File: config.mk
export PLATFORM = sky130hd
export DESIGN_NAME = ft_recovery_ctrl_flat
export DESIGN_NICKNAME = d
export VERILOG_FILES = /design/src/rtl/ft_recovery_ctrl_pkg.sv /design/src/rtl/ft_recovery_ctrl_if.sv /design/src/rtl/ft_recovery_ctrl_lockstep_cmp.sv /design/src/rtl/ft_recovery_ctrl.sv /design/src/flat_wrapper.sv
export SDC_FILE = /design/constraint.sdc
export NUM_CORES = 1
export LEC_CHECK = 0
export ABC_CLOCK_PERIOD_IN_PS = 1800
export CORE_AREA = 2 2 80 82
export CTS_CLUSTER_SIZE = 28
export DETAILED_ROUTE_END_ITERATION = 10
export DIE_AREA = 0 0 82 84
export PLACE_DENSITY = 0.77
export SKIP_CTS_REPAIR_TIMING = 1
export SYNTH_ARGS = -nofsm -noshare
export SYNTH_HDL_FRONTEND = slang
export SYNTH_SLANG_ARGS = --single-unit
File: constraint.sdc
create_clock -name clk_i -period 1.8 [get_ports clk_i]
set_input_delay 0.27 -clock clk_i [delete_from_list [all_inputs] [get_ports clk_i]]
set_output_delay 0.27 -clock clk_i [all_outputs]
set_load 0.01 [all_outputs]
File: src/rtl/ft_recovery_ctrl_pkg.sv
// Shared types and default constants for the lockstep recovery controller.
package ft_recovery_ctrl_pkg;

  typedef enum logic [1:0] {
    ST_RUN      = 2'd0,
    ST_HALT_REQ = 2'd1,
    ST_RECOVER  = 2'd2,
    ST_RESET    = 2'd3
  } ft_state_e;

  localparam logic [31:0] HALT_ADDR_DEF       = 32'h100;
  localparam int          HALT_TIMEOUT_DEF    = 64;
  localparam int          RECOVER_TIMEOUT_DEF = 1024;
  localparam int          RESET_CYCLES_DEF    = 4;
  localparam int          GUARD_CYCLES_DEF    = 16;
  localparam int          CNT_W_DEF           = 8;

  function automatic int max3(input int a, input int b, input int c);
    int m;
    m = (a > b) ? a : b;
    return (m > c) ? m : c;
  endfunction

endpackage

File: src/rtl/ft_recovery_ctrl_if.sv
// Core-facing signal bundle of the recovery controller; master drives, slave is the controller.
interface ft_recovery_ctrl_if #(
  parameter int CNT_W = 8
);
  logic             enable_i;
  logic             we_a_i;
  logic             we_b_i;
  logic [4:0]       addr_a_i;
  logic [4:0]       addr_b_i;
  logic [31:0]      data_a_i;
  logic [31:0]      data_b_i;
  logic [31:0]      pc_i;
  logic             force_error_i;
  logic             done_i;
  logic             recover_o;
  logic             recovering_o;
  logic             reset_o;
  logic             error_o;
  logic [CNT_W-1:0] error_count_o;
  logic [1:0]       state_o;

  modport master (
    output enable_i, we_a_i, we_b_i, addr_a_i, addr_b_i, data_a_i, data_b_i,
           pc_i, force_error_i, done_i,
    input  recover_o, recovering_o, reset_o, error_o, error_count_o, state_o
  );

  modport slave (
    input  enable_i, we_a_i, we_b_i, addr_a_i, addr_b_i, data_a_i, data_b_i,
           pc_i, force_error_i, done_i,
    output recover_o, recovering_o, reset_o, error_o, error_count_o, state_o
  );
endinterface

File: src/rtl/ft_recovery_ctrl_lockstep_cmp.sv
// Combinational comparison of the two cores' regfile write ports.
module ft_lockstep_cmp (
  input  logic        we_a,
  input  logic        we_b,
  input  logic [4:0]  addr_a,
  input  logic [4:0]  addr_b,
  input  logic [31:0] data_a,
  input  logic [31:0] data_b,
  output logic        mismatch
);
  // Address/data only matter when both cores actually write.
  assign mismatch = (we_a != we_b) |
                    (we_a & we_b & ((addr_a != addr_b) | (data_a != data_b)));
endmodule

File: src/rtl/ft_recovery_ctrl.sv
// Lockstep error-recovery sequencer: halt to debug routine, wait for completion, escalate to reset.
module ft_recovery_ctrl
  import ft_recovery_ctrl_pkg::*;
#(
  parameter logic [31:0] HALT_ADDR       = HALT_ADDR_DEF,
  parameter int          HALT_TIMEOUT    = HALT_TIMEOUT_DEF,
  parameter int          RECOVER_TIMEOUT = RECOVER_TIMEOUT_DEF,
  parameter int          RESET_CYCLES    = RESET_CYCLES_DEF,
  parameter int          GUARD_CYCLES    = GUARD_CYCLES_DEF,
  parameter int          CNT_W           = CNT_W_DEF
) (
  input logic               clk_i,
  input logic               rst_ni,
  ft_recovery_ctrl_if.slave bus
);

  localparam int TMR_W = $clog2(max3(HALT_TIMEOUT, RECOVER_TIMEOUT, RESET_CYCLES) + 1);
  localparam int GRD_W = $clog2(GUARD_CYCLES + 1);
  localparam logic [TMR_W-1:0] HALT_LAST = TMR_W'(HALT_TIMEOUT - 1);
  localparam logic [TMR_W-1:0] REC_LAST  = TMR_W'(RECOVER_TIMEOUT - 1);
  localparam logic [TMR_W-1:0] RST_LAST  = TMR_W'(RESET_CYCLES - 1);

  ft_state_e        state_q, state_d;
  logic [TMR_W-1:0] tmr_q;
  logic [GRD_W-1:0] guard_q;
  logic [CNT_W-1:0] count_q;
  logic             error_q;
  logic             mismatch;
  logic             err;
  logic             accept;

  ft_lockstep_cmp u_cmp (
    .we_a    (bus.we_a_i),
    .we_b    (bus.we_b_i),
    .addr_a  (bus.addr_a_i),
    .addr_b  (bus.addr_b_i),
    .data_a  (bus.data_a_i),
    .data_b  (bus.data_b_i),
    .mismatch(mismatch)
  );

  assign err    = bus.enable_i & (mismatch | bus.force_error_i);
  assign accept = (state_q == ST_RUN) & err;

  always_ff @(posedge clk_i or negedge rst_ni) begin
    if (!rst_ni) state_q <= ST_RUN;
    else         state_q <= state_d;
  end

  // Completion conditions are tested ahead of the timeout so they win a tie.
  always_comb begin
    state_d = state_q;
    case (state_q)
      ST_RUN:      if (err) state_d = (guard_q != '0) ? ST_RESET : ST_HALT_REQ;
      ST_HALT_REQ: if (bus.pc_i == HALT_ADDR) state_d = ST_RECOVER;
                   else if (tmr_q == HALT_LAST) state_d = ST_RESET;
      ST_RECOVER:  if (bus.done_i) state_d = ST_RUN;
                   else if (tmr_q == REC_LAST) state_d = ST_RESET;
      ST_RESET:    if (tmr_q == RST_LAST) state_d = ST_RUN;
      default:     state_d = ST_RUN;
    endcase
  end

  always_comb begin
    bus.recover_o     = (state_q == ST_HALT_REQ);
    bus.recovering_o  = (state_q == ST_RECOVER);
    bus.reset_o       = (state_q == ST_RESET);
    bus.state_o       = state_q;
    bus.error_o       = error_q;
    bus.error_count_o = count_q;
  end

  always_ff @(posedge clk_i or negedge rst_ni) begin
    if (!rst_ni)                   tmr_q <= '0;
    else if (state_d != state_q)   tmr_q <= '0;
    else if (state_q != ST_RUN)    tmr_q <= tmr_q + TMR_W'(1);
  end

  // Guard opens only on a successful recovery and is wiped by a core reset.
  always_ff @(posedge clk_i or negedge rst_ni) begin
    if (!rst_ni)
      guard_q <= '0;
    else if (state_q == ST_RECOVER && state_d == ST_RUN)
      guard_q <= GRD_W'(GUARD_CYCLES);
    else if (state_q == ST_RESET)
      guard_q <= '0;
    else if (state_q == ST_RUN && guard_q != '0)
      guard_q <= guard_q - GRD_W'(1);
  end

  always_ff @(posedge clk_i or negedge rst_ni) begin
    if (!rst_ni) begin
      error_q <= 1'b0;
      count_q <= '0;
    end else begin
      error_q <= accept;
      if (accept && count_q != '1) count_q <= count_q + CNT_W'(1);
    end
  end

endmodule
File: src/flat_wrapper.sv
// flat-port wrapper written by rule: the top's interface ports become plain ports
module ft_recovery_ctrl_flat import ft_recovery_ctrl_pkg::*;
#(
  parameter logic [31:0] HALT_ADDR       = HALT_ADDR_DEF,
  parameter int          HALT_TIMEOUT    = HALT_TIMEOUT_DEF,
  parameter int          RECOVER_TIMEOUT = RECOVER_TIMEOUT_DEF,
  parameter int          RESET_CYCLES    = RESET_CYCLES_DEF,
  parameter int          GUARD_CYCLES    = GUARD_CYCLES_DEF,
  parameter int          CNT_W           = CNT_W_DEF
)
  (clk_i, rst_ni, bus_enable_i, bus_we_a_i, bus_we_b_i, bus_addr_a_i, bus_addr_b_i, bus_data_a_i, bus_data_b_i, bus_pc_i, bus_force_error_i, bus_done_i, bus_recover_o, bus_recovering_o, bus_reset_o, bus_error_o, bus_error_count_o, bus_state_o);
  ft_recovery_ctrl_if #(.CNT_W(CNT_W)) bus_i ();
  input logic clk_i;
  input logic rst_ni;
  input wire logic [$bits(bus_i.enable_i)-1:0] bus_enable_i;
  input wire logic [$bits(bus_i.we_a_i)-1:0] bus_we_a_i;
  input wire logic [$bits(bus_i.we_b_i)-1:0] bus_we_b_i;
  input wire logic [$bits(bus_i.addr_a_i)-1:0] bus_addr_a_i;
  input wire logic [$bits(bus_i.addr_b_i)-1:0] bus_addr_b_i;
  input wire logic [$bits(bus_i.data_a_i)-1:0] bus_data_a_i;
  input wire logic [$bits(bus_i.data_b_i)-1:0] bus_data_b_i;
  input wire logic [$bits(bus_i.pc_i)-1:0] bus_pc_i;
  input wire logic [$bits(bus_i.force_error_i)-1:0] bus_force_error_i;
  input wire logic [$bits(bus_i.done_i)-1:0] bus_done_i;
  output wire logic [$bits(bus_i.recover_o)-1:0] bus_recover_o;
  output wire logic [$bits(bus_i.recovering_o)-1:0] bus_recovering_o;
  output wire logic [$bits(bus_i.reset_o)-1:0] bus_reset_o;
  output wire logic [$bits(bus_i.error_o)-1:0] bus_error_o;
  output wire logic [$bits(bus_i.error_count_o)-1:0] bus_error_count_o;
  output wire logic [$bits(bus_i.state_o)-1:0] bus_state_o;
  assign bus_i.enable_i = bus_enable_i;
  assign bus_i.we_a_i = bus_we_a_i;
  assign bus_i.we_b_i = bus_we_b_i;
  assign bus_i.addr_a_i = bus_addr_a_i;
  assign bus_i.addr_b_i = bus_addr_b_i;
  assign bus_i.data_a_i = bus_data_a_i;
  assign bus_i.data_b_i = bus_data_b_i;
  assign bus_i.pc_i = bus_pc_i;
  assign bus_i.force_error_i = bus_force_error_i;
  assign bus_i.done_i = bus_done_i;
  assign bus_recover_o = bus_i.recover_o;
  assign bus_recovering_o = bus_i.recovering_o;
  assign bus_reset_o = bus_i.reset_o;
  assign bus_error_o = bus_i.error_o;
  assign bus_error_count_o = bus_i.error_count_o;
  assign bus_state_o = bus_i.state_o;
  ft_recovery_ctrl #(.HALT_ADDR(HALT_ADDR), .HALT_TIMEOUT(HALT_TIMEOUT), .RECOVER_TIMEOUT(RECOVER_TIMEOUT), .RESET_CYCLES(RESET_CYCLES), .GUARD_CYCLES(GUARD_CYCLES), .CNT_W(CNT_W)) u_core (.clk_i(clk_i), .rst_ni(rst_ni), .bus(bus_i));
endmodule
==> metrics.yaml, run 1 <==
detailed_routing:
  ant_nets: 0
  first_pass_iters: 4
  avgRoutedWirePerCell_um: 15.51
  viasPerCell: 4.948
  routed_wl_um: 7214
  drt_iter0_drc: 49
  num_vias: 2301
  drc: 0
synth:
  synthFlopType: "dfrtp_1"
  synth-seq-area-share: 0.3541
  synthTopCellsByCount: "xor2_1 (44), dfrtp_1 (27), nor2_1 (27)"
  synth_edf_count: 0
  yosys.area.top_type_share: 0.3541
  syn-num-nets: 329
  netlist_area_mm2: 0.001908
  netlist.top_cell.by_area: "dfrtp_1"
  synth.area.top_cells: "dfrtp_1 (35%), xor2_1 (20%), xnor2_1 (6.0%)"
  avgSynthCellArea_um2: 9.000
  syn_inst: 212
  synth-seq-cells: 27
  synthDistinctLibCells: 34
  async_flop_share: 1.000
  yosysWarnings: 0
  synth.most_common_cell: "xor2_1"
status:
  violations: "setup timing"
  status: "finished with violations"
pwr:
  leakage_nw: 2.413
  ir_worst_vdd_v: 0.0003366
  power_density_mw_per_mm2: 351.1
worst_hold_path:
  hold_class: "in -> async"
sta:
  drv_slew: 0
  tightest_slew_ps: 372.1
  finalCritPeriodShare: 1.095
  setup_viol: 12
  whs_ps: 359.5
  fin_skew_ps: 8.267
  hold_viol: 0
  rsz0062_at_grt: "yes"
  slew_headroom: 0.7493
  fin_crit_ps: 1970
  fmax_mhz: 507.5
  worst_slack_ps: -170.3
critical_path:
  r2r_slack_ps: -170
  path_max_fanout: 5
  rr_worst_depth: 7
  worstPathArrival_ps: 2170
  cp.required_ps: 2000
  cp-start-kind: "flip-flop"
  setup.worst_path.class: "reg -> reg"
  r2r-end: "u_core.tmr_q[1]$_DFFE_PN0P_"
  reg2reg_from: "u_core.tmr_q[0]$_DFFE_PN0P_"
  endpoint_kind: "flip-flop"
floorplanning:
  core_mm2: 0.006096
  die_height_um: 84
  start_util: 0.3130
  ios: 127
  fp-row-count: 29
  die-area_mm2: 0.006888
  die_w_um: 82
placement:
  place_congestion: 0.9043
  dp_cells: 449
  dp_hpwl_um: 5202
  port_buffers: 126
clock_network:
  cts_root_buffer: "clkbuf_8"
  clock-sinks: 27
  cts_buffers: 3
  tritoncts: "done"
  clk_path_buf_depth: 2
  clk_latency_ps: 280
  ctsHtreeMaxLevel: 1
  clk_pin_slew_worst_paths_ps: 100
global_routing:
  grt_max_degree: 28
  grt_pass1_vias: 2245
  grt_pass1_wl_um: 9528
  antenna_found_initial: 1
  gr-total-overflow: 0
  grt.total_usage: 0.1754
cells_and_area:
  syn_to_final_growth_pct: 117.4
  final-seq-area_um2: 675.6
  finalNonFillerCells: 465
  final_nets: 505
  fill_cells: 451
  drive_gt1_frac: 0.2636
  multi_input_area_mm2: 0.001509
job:
  cap_violations: 0
## worst max-delay path, cell delays in order, from the launching register on
cell	delay, ps
dfrtp_1	400
ha_1	240
and3_1	190
nor2b_2	160
a311o_1	410
a21oi_4	270
a211oi_4	100
a21oi_1	130
## layout by cell type (no fill, tap or decap), drive strengths merged
cell and instances:
a311o 1, buf 47, clkdlybuf4s50 33, or3 1
xnor2 13, nand2 14, nor3 6, a211oi 5
o31ai 1, diode 1, inv 7, nor2 27
nor3b 2, and2 1, or2 1, dlymetal6s2s 85
mux2 1, a21oi 3, a22o 2, o221ai 1
xor2 44, and3 4, o21a 1, nand3 6
dfrtp 27, nor4 19, clkbuf 11, nor2b 1
ha 4, clkinvlp 1, or4 2, nand4 9
o21ai 5, nor4b 2
## worst max-delay path by stage
stage,from,endpoint,slack (ps)
floorplan,bus_addr_b_i[2],u_core.bus.state_o[0]$_DFF_PN0_,-70
global placement,bus_pc_i[5],u_core.tmr_q[4]$_DFFE_PN0P_,-1020
detailed placement,bus_pc_i[5],u_core.tmr_q[4]$_DFFE_PN0P_,-1230
CTS,bus_pc_i[5],u_core.tmr_q[4]$_DFFE_PN0P_,-940
global route,u_core.bus.state_o[1]$_DFF_PN0_,u_core.tmr_q[0]$_DFFE_PN0P_,-300
finish,u_core.tmr_q[0]$_DFFE_PN0P_,u_core.tmr_q[1]$_DFFE_PN0P_,-170
## cells by family after synthesis
logic type | after synthesis | synth area share
adder cells (fa/ha/maj) | 4 | 0.02623
flip-flops | 27 | 0.3541
AND/OR/NAND/NOR | 95 | 0.2662
XOR/XNOR | 57 | 0.2616
AO/OA/AOI/OAI | 18 | 0.06558
multiplexers | 1 | 0.005901
buffers and inverters | 10 | 0.02033
## through the flow
stage	setup TNS (ps)	utilization	instance area (um2)	power, W	setup slack, ps
finish	-1665	0.6806	4149	0.001457	-170.3
global route	-3013	0.6806	4149	0.001536	-297.0
CTS	-13380	0.5915	3606	0.001454	-939.9
detailed placement	-19340	0.5835	3557	0.001105	-1231
global placement	-17390	0.5835	3557	0.001096	-1023
floorplan	-558.2	-	1934	0.0007595	-67.79
## sequential cells by signal, indices dropped and copies added, names as in the netlist
signal / count
u_core.bus.error_count_o: 8
u_core.bus.error_o: 1
u_core.bus.state_o: 2
u_core.guard_q: 5
u_core.tmr_q: 11
## layout make-up
| class | count | area share |
|---|---|---|
| timing repair buffer | 173 | 0.4315 |
| multi-input combinational | 176 | 0.3637 |
| sequential | 27 | 0.1628 |
| tap | 77 | 0.02322 |
| clock buffer | 3 | 0.009952 |
| inverter | 7 | 0.006333 |
| clock inverter | 1 | 0.001809 |
| antenna | 1 | 0.0006031 |
## metal layers
layer	GRT usage	up-vias	wire, um
li1	-	1097	-
met1	0.1769	1066	2363
met2	0.3585	128	3985
met3	0.03030	10	726
met4	0.03182	0	138
met5	0	-	0
## where the power goes
part / internal [W] / switching, W / total [W]
Clock: 0.000157 / 0.000197 / 0.000354
Combinational: 0.000292 / 0.000167 / 0.000459
Sequential: 0.000623 / 0.0000212 / 0.000644
Total: 0.00107 / 0.000385 / 0.00146
Power figures use the tool's default switching activity.
==> run 2, diff against run 1 <==
- CORE_AREA: 2 2 80 82 -> 5 5 83 85
- DIE_AREA: 0 0 82 84 -> 0 0 88 90
==> run 2 against run 1 <==
  * The run still ends with setup timing left
  * Sequential power about the same
  * Largest cell class unchanged
  * Utilization down 1.6 points
  * Cell count is 0.86% lower
  * Clock skew decreased by 3.5 ps
  * Critical endpoint is now u_core.tmr_q[4]$_DFFE_PN0P_
  * Power is 2.0% higher
  * Sequential share of layout area is 0.33 points higher
  * Sequential cell count is the same
==> metrics.yaml, run 2 (same netlist as run 1, synthesis figures left out) <==
detailed_routing:
  avgRoutedWirePerCell_um: 16.40  # +5.7%
  first_pass_iters: 4  # unchanged
  viasPerCell: 5.054  # +2.1%
  num_vias: 2330  # +1.3%
  routed_wl_um: 7561  # +4.8%
  drc: 0  # unchanged
  drt_iter0_drc: 122  # +150%
  ant_nets: 0  # unchanged
cells_and_area:
  top_register: "u_core.tmr_q"
  drive_gt1_frac: 0.2526  # -0.01096
  largest_reg_flops: 11  # unchanged
  layout_common_cells: "dlymetal6s2s_1 (68), clkdlybuf4s50_1 (54), xor2_1 (40), buf_4 (40), dfrtp_1 (26)"
  final_common_cell: "dlymetal6s2s_1"
  final_nets: 502  # -0.59%
  syn_to_final_growth_pct: 113.5
  finalNonFillerCells: 461  # -0.86%
  final_area_mm2: 0.004074  # -1.8%
  antenna_cells: 0  # -1
placement:
  place_ws_ps: -690.6  # +540.6 ps
  port_buffers: 126  # unchanged
  dp_hpwl_um: 5519  # +6.1%
  dp_cells: 447  # -0.45%
  placed_cell_area_mm2: 0.003542  # -0.42%
  place_congestion: 0.8038  # -11%
pwr:
  power_density_mw_per_mm2: 364.8  # +3.9%
  ir_worst_vdd_v: 0.0003529  # +4.8%
  leakage_nw: 2.238  # -7.2%
  p_total_w: 0.001486  # +2.0%
global_routing:
  antenna_found_initial: 0  # -1
  grt_pass1_vias: 2336  # +4.1%
  use_met3: 0.07038  # +0.04008
  grt_pass1_wl_um: 9708  # +1.9%
  met2_usage: 0.2814  # -0.07706
  grt.busiest_layer: "met2"
  gr-total-overflow: 0  # unchanged
  grt.total_usage: 0.1527  # -0.02270
  gr-usage-met1: 0.1405  # -0.03634
  grt_max_degree: 28  # unchanged
sta:
  fmax_mhz: 482.4  # -4.9%
  tightest_slew_ps: 363.7  # -8.382 ps
  worst_slack_ps: -272.8  # -102.5 ps
  slew_headroom: 0.7541  # +0.004793
  tns_ps: -2605  # -940.4 ps
  finalCritPeriodShare: 1.152  # +0.05695
  hold_viol: 0  # unchanged
  rsz0062_at_grt: "yes"
  fin_crit_ps: 2073  # +102.5 ps
  drv_slew: 0  # unchanged
  setup_viol: 13  # +1
  fin_skew_ps: 4.774  # -3.493 ps
worst_hold_path:
  hold_class: "in -> async"
critical_path:
  path_max_fanout: 5  # unchanged
  cp.required_ps: 1980  # -20 ps
  reg2reg_from: "u_core.tmr_q[8]$_DFFE_PN0P_"
  cp-start-kind: "input port"
  setup.worst_path.start: "bus_pc_i[17]"
  worstPathArrival_ps: 2250  # +80 ps
  setup.worst_path.class: "in -> reg"
  r2r-end: "u_core.tmr_q[4]$_DFFE_PN0P_"
  rr_worst_depth: 9  # +2
  r2r_slack_ps: -220  # -50 ps
  worstSetupEndpoint: "u_core.tmr_q[4]$_DFFE_PN0P_"
  endpoint_kind: "flip-flop"
clock_network:
  clk_pin_slew_worst_paths_ps: 90  # about the same
  clk_latency_ps: 280  # about the same
  tritoncts: "done"
  clock-sinks: 27  # unchanged
  cts_root_buffer: "clkbuf_8"
  cts_buffers: 3  # unchanged
  ctsHtreeMaxLevel: 1  # unchanged
  clk_path_buf_depth: 2  # unchanged
floorplanning:
  core_mm2: 0.006132  # +0.60%
  ios: 127  # unchanged
  die_height_um: 90  # +7.1%
  start_util: 0.3112  # -0.001852
  die-area_mm2: 0.007920  # +15%
  fp-row-count: 29  # unchanged
  die_w_um: 88  # +7.3%
job:
  cap_violations: 0  # unchanged
status:
  violations: "setup timing"
  status: "finished with violations"
-- run 2: changes by cell type in the layout (fill, tap and decap cells not counted), sizes merged, moves of 2 or more --
cell,before,now
clkdlybuf4s50,33,54
dlymetal6s2s,85,68
clkbuf,11,7
buf,47,45
-- run 2: area by class of cell --
| class | instances | area, um2 |
|---|---|---|
| repair buffers | 171 | 1770 |
| fillers | 459 | 2058 |
| flip-flops and latches | 27 | 676.9 |
| clock inverters | 1 | 5.005 |
| clock buffers | 3 | 41.29 |
| multi-input cells | 175 | 1458 |
| inverters | 7 | 26.28 |
| well taps | 77 | 96.34 |
-- run 2: how the worst min path moves through the flow --
stage | startpoint | end | slack [ps] | cells after the start
6_report | rst_ni | u_core.tmr_q[10]$_DFFE_PN0P_ | 360 | 2
5_1_grt | rst_ni | u_core.tmr_q[7]$_DFFE_PN0P_ | 400 | 2
4_1_cts | rst_ni | u_core.bus.error_count_o[1]$_DFFE_PN0P_ | 370 | 2
3_5_place_dp | u_core.bus.error_count_o[7]$_DFFE_PN0P_ | u_core.bus.error_count_o[7]$_DFFE_PN0P_ | 510 | 1
3_3_place_gp | u_core.bus.error_count_o[7]$_DFFE_PN0P_ | u_core.bus.error_count_o[7]$_DFFE_PN0P_ | 490 | 1
2_1_floorplan | rst_ni | u_core.bus.error_count_o[0]$_DFFE_PN0P_ | -30 | 0
-- run 2: worst max-delay path, cell delays in order --
cell and delay (ps):
clkdlybuf4s50_1 430, nor4_2 300, nand4_1 260, o221ai_2 280
a211oi_2 110, a211oi_2 240, buf_4 190, buf_12 130
nor2_4 30
-- run 2: per-stage QoR --
| step | util | hold WS [ps] |
|---|---|---|
| after floorplan | - | -25.59 |
| after global placement | 0.5776 | 489.8 |
| after detailed placement | 0.5776 | 511.8 |
| after CTS | 0.5852 | 372.5 |
| after global routing | 0.6644 | 401.4 |
| final | 0.6644 | 357.0 |
-- run 2: per-layer routing --
| layer | share of wire | up-vias |
|---|---|---|
| met3 | 0.13 | 11 |
| met1 | 0.33 | 1090 |
| met5 | 0 | - |
| li1 | - | 1091 |
| met4 | 0.021 | 0 |
| met2 | 0.52 | 138 |
-- run 2: where the power goes --
group / switching [W] / internal [W]
sequential: 0.0000180 / 0.000623
combinational: 0.000176 / 0.000308
clock: 0.000206 / 0.000156
total: 0.000400 / 0.00109
==> run 3, diff against run 2 <==
- CORE_AREA: 5 5 83 85 -> 2 2 80 82
- DIE_AREA: 0 0 88 90 -> 0 0 82 84
==> results of run 3 <==
Same layout as run 1: the final DEF is identical, and so are final timing and power.
